<file path="src/rtl/wb_pkg.sv">
// wb_pkg: shared exception codes and the MEM->WB payload type.
// Payload fields are sized for the widest supported configuration (XLEN<=64, NREG<=256, ECODE_W<=16).
package wb_pkg;
    localparam int PL_XLEN    = 64;
    localparam int PL_AW      = 8;
    localparam int PL_ECODE_W = 16;
    localparam logic [5:0] ECODE_INT = 6'h00;
    localparam logic [5:0] ECODE_ADE = 6'h08;
    localparam logic [5:0] ECODE_ALE = 6'h09;
    localparam logic [5:0] ECODE_SYS = 6'h0B;
    localparam logic [5:0] ECODE_BRK = 6'h0C;
    localparam logic [5:0] ECODE_INE = 6'h0D;
    typedef struct packed {
        logic [PL_XLEN-1:0]    pc;
        logic                  we;
        logic [PL_AW-1:0]      waddr;
        logic [PL_XLEN-1:0]    wdata;
        logic                  exc;
        logic [PL_ECODE_W-1:0] ecode;
        logic                  ertn;
    } wb_payload_t;
endpackage

</file>
<file path="src/rtl/wb_stage_p_perf_counter.sv">
// perf_counter: wrapping event counter with synchronous clear.
module perf_counter #(
    parameter int CNT_W = 32
) (
    input  logic             clk,
    input  logic             resetn,
    input  logic             inc,
    input  logic             clear,
    output logic [CNT_W-1:0] cnt
);
    logic [CNT_W-1:0] cnt_q, cnt_d;
    always_comb cnt_d = clear ? '0 : cnt_q + CNT_W'(inc);
    always_ff @(posedge clk) cnt_q <= !resetn ? '0 : cnt_d;
    assign cnt = cnt_q;
endmodule

</file>
<file path="src/rtl/wb_stage_p.sv">
// wb_stage_p: pipeline write-back stage; commits regfile writes, exceptions and ertn,
// and counts retired instructions.
module wb_stage_p
    import wb_pkg::*;
#(
    parameter int XLEN    = 32,
    parameter int NREG    = 32,
    parameter int ECODE_W = 6,
    parameter int CNT_W   = 32,
    localparam int AW     = $clog2(NREG)
) (
    input  logic               clk,
    input  logic               resetn,
    input  logic               mem_valid,
    output logic               wb_allowin,
    input  logic [XLEN-1:0]    mem_pc,
    input  logic               mem_rf_we,
    input  logic [AW-1:0]      mem_rf_waddr,
    input  logic [XLEN-1:0]    mem_rf_wdata,
    input  logic               mem_exc,
    input  logic [ECODE_W-1:0] mem_ecode,
    input  logic               mem_ertn,
    input  logic               wb_stall,
    output logic               rf_we,
    output logic [AW-1:0]      rf_waddr,
    output logic [XLEN-1:0]    rf_wdata,
    output logic               wb_flush,
    output logic               exc_commit,
    output logic               ertn_commit,
    output logic [ECODE_W-1:0] exc_ecode,
    output logic [XLEN-1:0]    exc_pc,
    output logic [CNT_W-1:0]   retire_cnt,
    output logic [XLEN-1:0]    debug_wb_pc,
    output logic [3:0]         debug_wb_rf_we,
    output logic [AW-1:0]      debug_wb_rf_wnum,
    output logic [XLEN-1:0]    debug_wb_rf_wdata
);
    logic        wb_valid_q, wb_valid_d;
    wb_payload_t p_q, p_d;
    logic        wb_ready_go, leave, accept, unused_hi;

    assign wb_ready_go = ~wb_stall;
    assign wb_allowin  = ~wb_valid_q | wb_ready_go;
    // Gating with resetn keeps a held instruction from committing in the reset cycle.
    assign leave       = wb_valid_q & wb_ready_go & resetn;
    assign accept      = mem_valid & wb_allowin & ~wb_flush;

    always_comb begin
        wb_valid_d = accept ? 1'b1 : (leave ? 1'b0 : wb_valid_q);
        p_d        = p_q;
        if (accept) begin
            p_d.pc    = PL_XLEN'(mem_pc);
            p_d.we    = mem_rf_we;
            p_d.waddr = PL_AW'(mem_rf_waddr);
            p_d.wdata = PL_XLEN'(mem_rf_wdata);
            p_d.exc   = mem_exc;
            p_d.ecode = PL_ECODE_W'(mem_ecode);
            p_d.ertn  = mem_ertn;
        end
    end

    always_ff @(posedge clk) begin
        wb_valid_q <= resetn ? wb_valid_d : 1'b0;
        p_q        <= resetn ? p_d : '0;
    end

    assign rf_we       = leave & p_q.we & ~p_q.exc & ~p_q.ertn & (p_q.waddr != '0);
    assign rf_waddr    = p_q.waddr[AW-1:0];
    assign rf_wdata    = p_q.wdata[XLEN-1:0];
    assign exc_commit  = leave & p_q.exc;
    assign ertn_commit = leave & p_q.ertn & ~p_q.exc;
    assign wb_flush    = exc_commit | ertn_commit;
    assign exc_ecode   = p_q.ecode[ECODE_W-1:0];
    assign exc_pc      = p_q.pc[XLEN-1:0];

    assign debug_wb_pc       = p_q.pc[XLEN-1:0];
    assign debug_wb_rf_we    = {4{rf_we}};
    assign debug_wb_rf_wnum  = rf_waddr;
    assign debug_wb_rf_wdata = rf_wdata;

    assign unused_hi = ^{p_q.pc >> XLEN, p_q.wdata >> XLEN, p_q.waddr >> AW, p_q.ecode >> ECODE_W};

    perf_counter #(.CNT_W(CNT_W)) u_retire_cnt (
        .clk   (clk),
        .resetn(resetn),
        .inc   (leave & ~p_q.exc),
        .clear (1'b0),
        .cnt   (retire_cnt)
    );
endmodule

</file>
<file path="config.mk">
export PLATFORM = sky130hd
export DESIGN_NAME = wb_stage_p
export DESIGN_NICKNAME = d
export VERILOG_FILES = /design/src/rtl/wb_pkg.sv /design/src/rtl/wb_stage_p_perf_counter.sv /design/src/rtl/wb_stage_p.sv
export SDC_FILE = /design/constraint.sdc
export NUM_CORES = 1
export LEC_CHECK = 0
export BUFFER_PORTS_ARGS = -buffer_cell sky130_fd_sc_hd__buf_4
export CELL_PAD_IN_SITES_DETAIL_PLACEMENT = 0
export CELL_PAD_IN_SITES_GLOBAL_PLACEMENT = 1
export CORE_MARGIN = 2
export CORE_UTILIZATION = 35
export DETAILED_ROUTE_END_ITERATION = 16
export PLACE_DENSITY = 0.95
export SETUP_SLACK_MARGIN = 0.02
export SYNTH_ARGS = -nofsm -noshare
export SYNTH_HDL_FRONTEND = slang
export SYNTH_SLANG_ARGS = --single-unit
</file>
<file path="constraint.sdc">
create_clock -name clk -period 4.45 [get_ports clk]
set_input_delay 0.89 -clock clk [delete_from_list [all_inputs] [get_ports clk]]
set_output_delay 0.89 -clock clk [all_outputs]
set_load 0.03 [all_outputs]
</file>
==> impl_metrics.tcl <==
set metrics [dict create \
    dieHeight_um 128.3 \
    drt_pass1_iterations 4 \
    clock_insertion_delay_worst_skew_ns 0.34 \
    post_synthesis_average_cell_area_um2 7.891 \
    drt_iter0_markers 144 \
    n_fill_cell 1580 \
    grt.met1_usage_pct 20.12 \
    synth-main-ff-cell "dfxtp_1" \
    final_setup_violations 0 \
    worst_hold_path.num_cells 2 \
    static-leakage-power_nw 3.065 \
    busiest_layer "met2" \
    worstHoldEndpoint "exc_ecode[5]$_SDFFE_PN0P_" \
    post_drt_via_cell_ratio 4.703 \
    r2r-end "u_retire_cnt.cnt[30]$_SDFF_PN0_" \
    timing.reg2reg.setup_slack_ns 1.47 \
    clockBufferDepth 2 \
    grt_usage_pct 15.53 \
    synthDominantCellAreaShare_pct 41.11 \
    worstReg2RegStart "wb_valid_q$_SDFFE_PN0P_" \
    grt-ovfl-total 0 \
    cellPowerDensity_mw_per_mm2 351.1 \
    max_clock_skew_ns 0.008332 \
    p_clk_share_pct 35.9 \
    cts-buffers-inserted 9 \
    end_kind "flop" \
    grt_pass1_vias 4040 \
    outcome "complete, no violations" \
    period_share_pct 78.42 \
    drv_cap 0 \
    use_met2_pct 26.10 \
    grt_max_degree 82 \
    die-width_um 128.3 \
    async_flop_share_pct 0 \
    synth_area_mm2 0.005405 \
    synth.yosys.warnings 0 \
    slew_headroom_pct 40.82 \
    core-area_mm2 0.01515 \
    cts_tree "done" \
    path_max_fanout 24 \
    design.final.nets 872 \
    clk_root_buffer_cell "clkbuf_16" \
    peakVddDrop_v 0.0002503 \
    cellInternalPower_w 0.001704 \
    top_level_ports 267 \
    swShare_pct 28.18 \
    post_synth_inst_count 685 \
    final_period_minus_worst_setup_slack_ns 3.490 \
    grt_setup_unrepaired "false" \
    dpl.hpwl_mm 9.640 \
    most-common-layout-cells "buf_4 (271), nand2_1 (181), dfxtp_1 (111)" \
    yosysTopAreaCell "dfxtp_1" \
    ant_nets 0 \
    num_antenna_cells 0 \
    flow.area_growth_from_synthesis_pct 25.02 \
    initial_core_util_pct 35.69 \
    grt_pass1_wl_mm 20.33 \
    synth.yosys.seq_area_share_pct 41.11 \
    net-switching-power_w 0.0006685 \
    number_of_remaining_drc_errors 0 \
    syn-num-nets 770 \
    worst_setup_path_start_kind "input pin" \
    synth_top_cells_by_area "dfxtp_1 (41%), buf_4 (21%), nand2_1 (13%), a21oi_1 (8.5%), clkbuf_1 (1.9%)" \
    clk_pin_slew_worst_paths_ns 0.07 \
    cts.htree.levels 3 \
    cts.repair.resized 0 \
    grtUsageMet3_pct 2.880 \
    layout-drive-gt1-share_pct 36.24 \
    pwr-share-comb_pct 18.8 \
    worst_ep_required_time_ns 4.71 \
    timing.fmax_mhz 286.5 \
    cts_hold_buffers 0 \
    slew_viol_final 0 \
    worst_slew_pin_slew_ns 0.8877 \
    most_common_library_cell_in_the_layout_ignoring_fill_and_taps "buf_4" \
    place_worst_setup_slack_ns 0.6096 \
    timing.final.hold_violations 0 \
    placer_congestion_estimate 0.7634 \
    die_area_mm2 0.01645 \
    count_of_port_buffers_added_during_placement 266 \
    clkSinkCount 111 \
    floorplan.rows 45 \
    crit_type "in2reg" \
    worstHoldPathType "reg2reg" \
    postSynthRegisterBits 111 \
    finalSetupTns_ns 0 \
    routed-via-count 4609 \
    final_wirelength_mm 13.56 \
    critical_path_at_ns 3.75 \
    synth-edff-count 0 \
    final_worst_setup_slack_ns 0.9601 \
    detail_route.wl_per_cell_um 13.83 \
    hp-start "exc_ecode[5]$_SDFFE_PN0P_" \
    reg2reg_depth 8 \
    synthDistinctLibCells 35 \
    portion_of_total_power_attributed_to_sequential_cells_pct 45.3 \
    grt_antenna_before_repair 0 \
    post-cts-setup-buffers 0 \
]
==> logic make-up after synthesis <==
group / synth area share (%)
AND/OR/NAND/NOR: 21.41
buffers and inverters: 23.17
AO/OA/AOI/OAI: 10.81
flip-flops: 41.11
multiplexers: 1.667
XOR/XNOR: 1.134
adder cells (fa/ha/maj): 0.6945
==> final cells by class <==
| class | instances | area (um^2) | area share [%] |
|---|---|---|---|
| flip-flops and latches | 111 | 2222 | 32.88 |
| repair buffers | 271 | 2034 | 30.11 |
| multi-input cells | 389 | 1938 | 28.68 |
| clock buffers | 13 | 240.2 | 3.555 |
| well taps | 188 | 235.2 | 3.481 |
| clock inverters | 3 | 67.56 | 0.9998 |
| inverters | 5 | 20.02 | 0.2962 |
==> how the worst max path moves through the flow <==
| stage | to | cells past startpoint | slack [ns] | start |
|---|---|---|---|---|
| 2_1_floorplan | debug_wb_rf_we[0] | 5 | 0.87 | wb_stall |
| 3_3_place_gp | u_retire_cnt.cnt[20]$_SDFF_PN0_ | 9 | 0.72 | resetn |
| 3_5_place_dp | u_retire_cnt.cnt[30]$_SDFF_PN0_ | 9 | 0.61 | resetn |
| 4_1_cts | u_retire_cnt.cnt[30]$_SDFF_PN0_ | 9 | 0.97 | resetn |
| 5_1_grt | u_retire_cnt.cnt[30]$_SDFF_PN0_ | 9 | 0.72 | resetn |
| 6_report | u_retire_cnt.cnt[30]$_SDFF_PN0_ | 9 | 0.96 | resetn |
==> power groups by stage <==
stage                     clock (W)  combinational [W]  sequential (W)
final                      0.000852           0.000446         0.00107
after global placement            0           0.000449         0.00110
after floorplan                   0           0.000363         0.00108
after detailed placement          0           0.000452         0.00110
after global routing       0.000918           0.000478         0.00108
after CTS                  0.000876           0.000452         0.00107
==> metrics by stage <==
stage	cell area [um^2]	util (%)	total power [W]	std cells	hold WS, ns
global route	6758	44.62	0.002475	980	0.4734
floorplan	5405	-	0.001447	685	0.4315
detailed placement	6450	42.59	0.001550	964	0.4483
finish	6758	44.62	0.002372	980	0.4530
global placement	6450	42.59	0.001545	964	0.4429
CTS	6758	44.62	0.002403	980	0.4581
==> worst max-delay path: stages <==
cell	delay, ns
buf_4	0.24
nand3b_1	0.24
nor2_1	0.27
ha_1	0.22
ha_1	0.22
nand2_1	0.09
or4_1	0.81
or4_1	0.59
a21oi_1	0.16
==> flip-flops by register name, summed over array words and instances (netlist names) <==
register and count:
debug_wb_pc 32, exc_ecode 6, p_q 3, wb_valid_q 1, u_retire_cnt.cnt 32, debug_wb_rf_wdata 32
debug_wb_rf_wnum 5
==> cells in the mapped netlist (all sizes together), types with 2 or more instances <==
cell and instances:
nor3 3, nand2 181, and2 4, nand4 7, clkbuf 29, nand3b 2
a21oi 92, or4 9, mux2i 9, and3 2, o211ai 2, dfxtp 111
inv 5, o21ai 9, o31ai 6, nor4 5, xnor2 4, nand2b 9
nand3 11, ha 3, xor2 3, nor2 14, or3 8, buf 151
==> layer usage <==
layer / wire, um / share of wire (%) / up-vias
met5: 0 / 0 / -
met4: 167 / 1.2 / 0
met3: 836 / 6.2 / 10
met2: 6604 / 49 / 165
met1: 5949 / 44 / 2131
li1: - / - / 2303
Note: power is estimated with default switching activity, not from simulation.
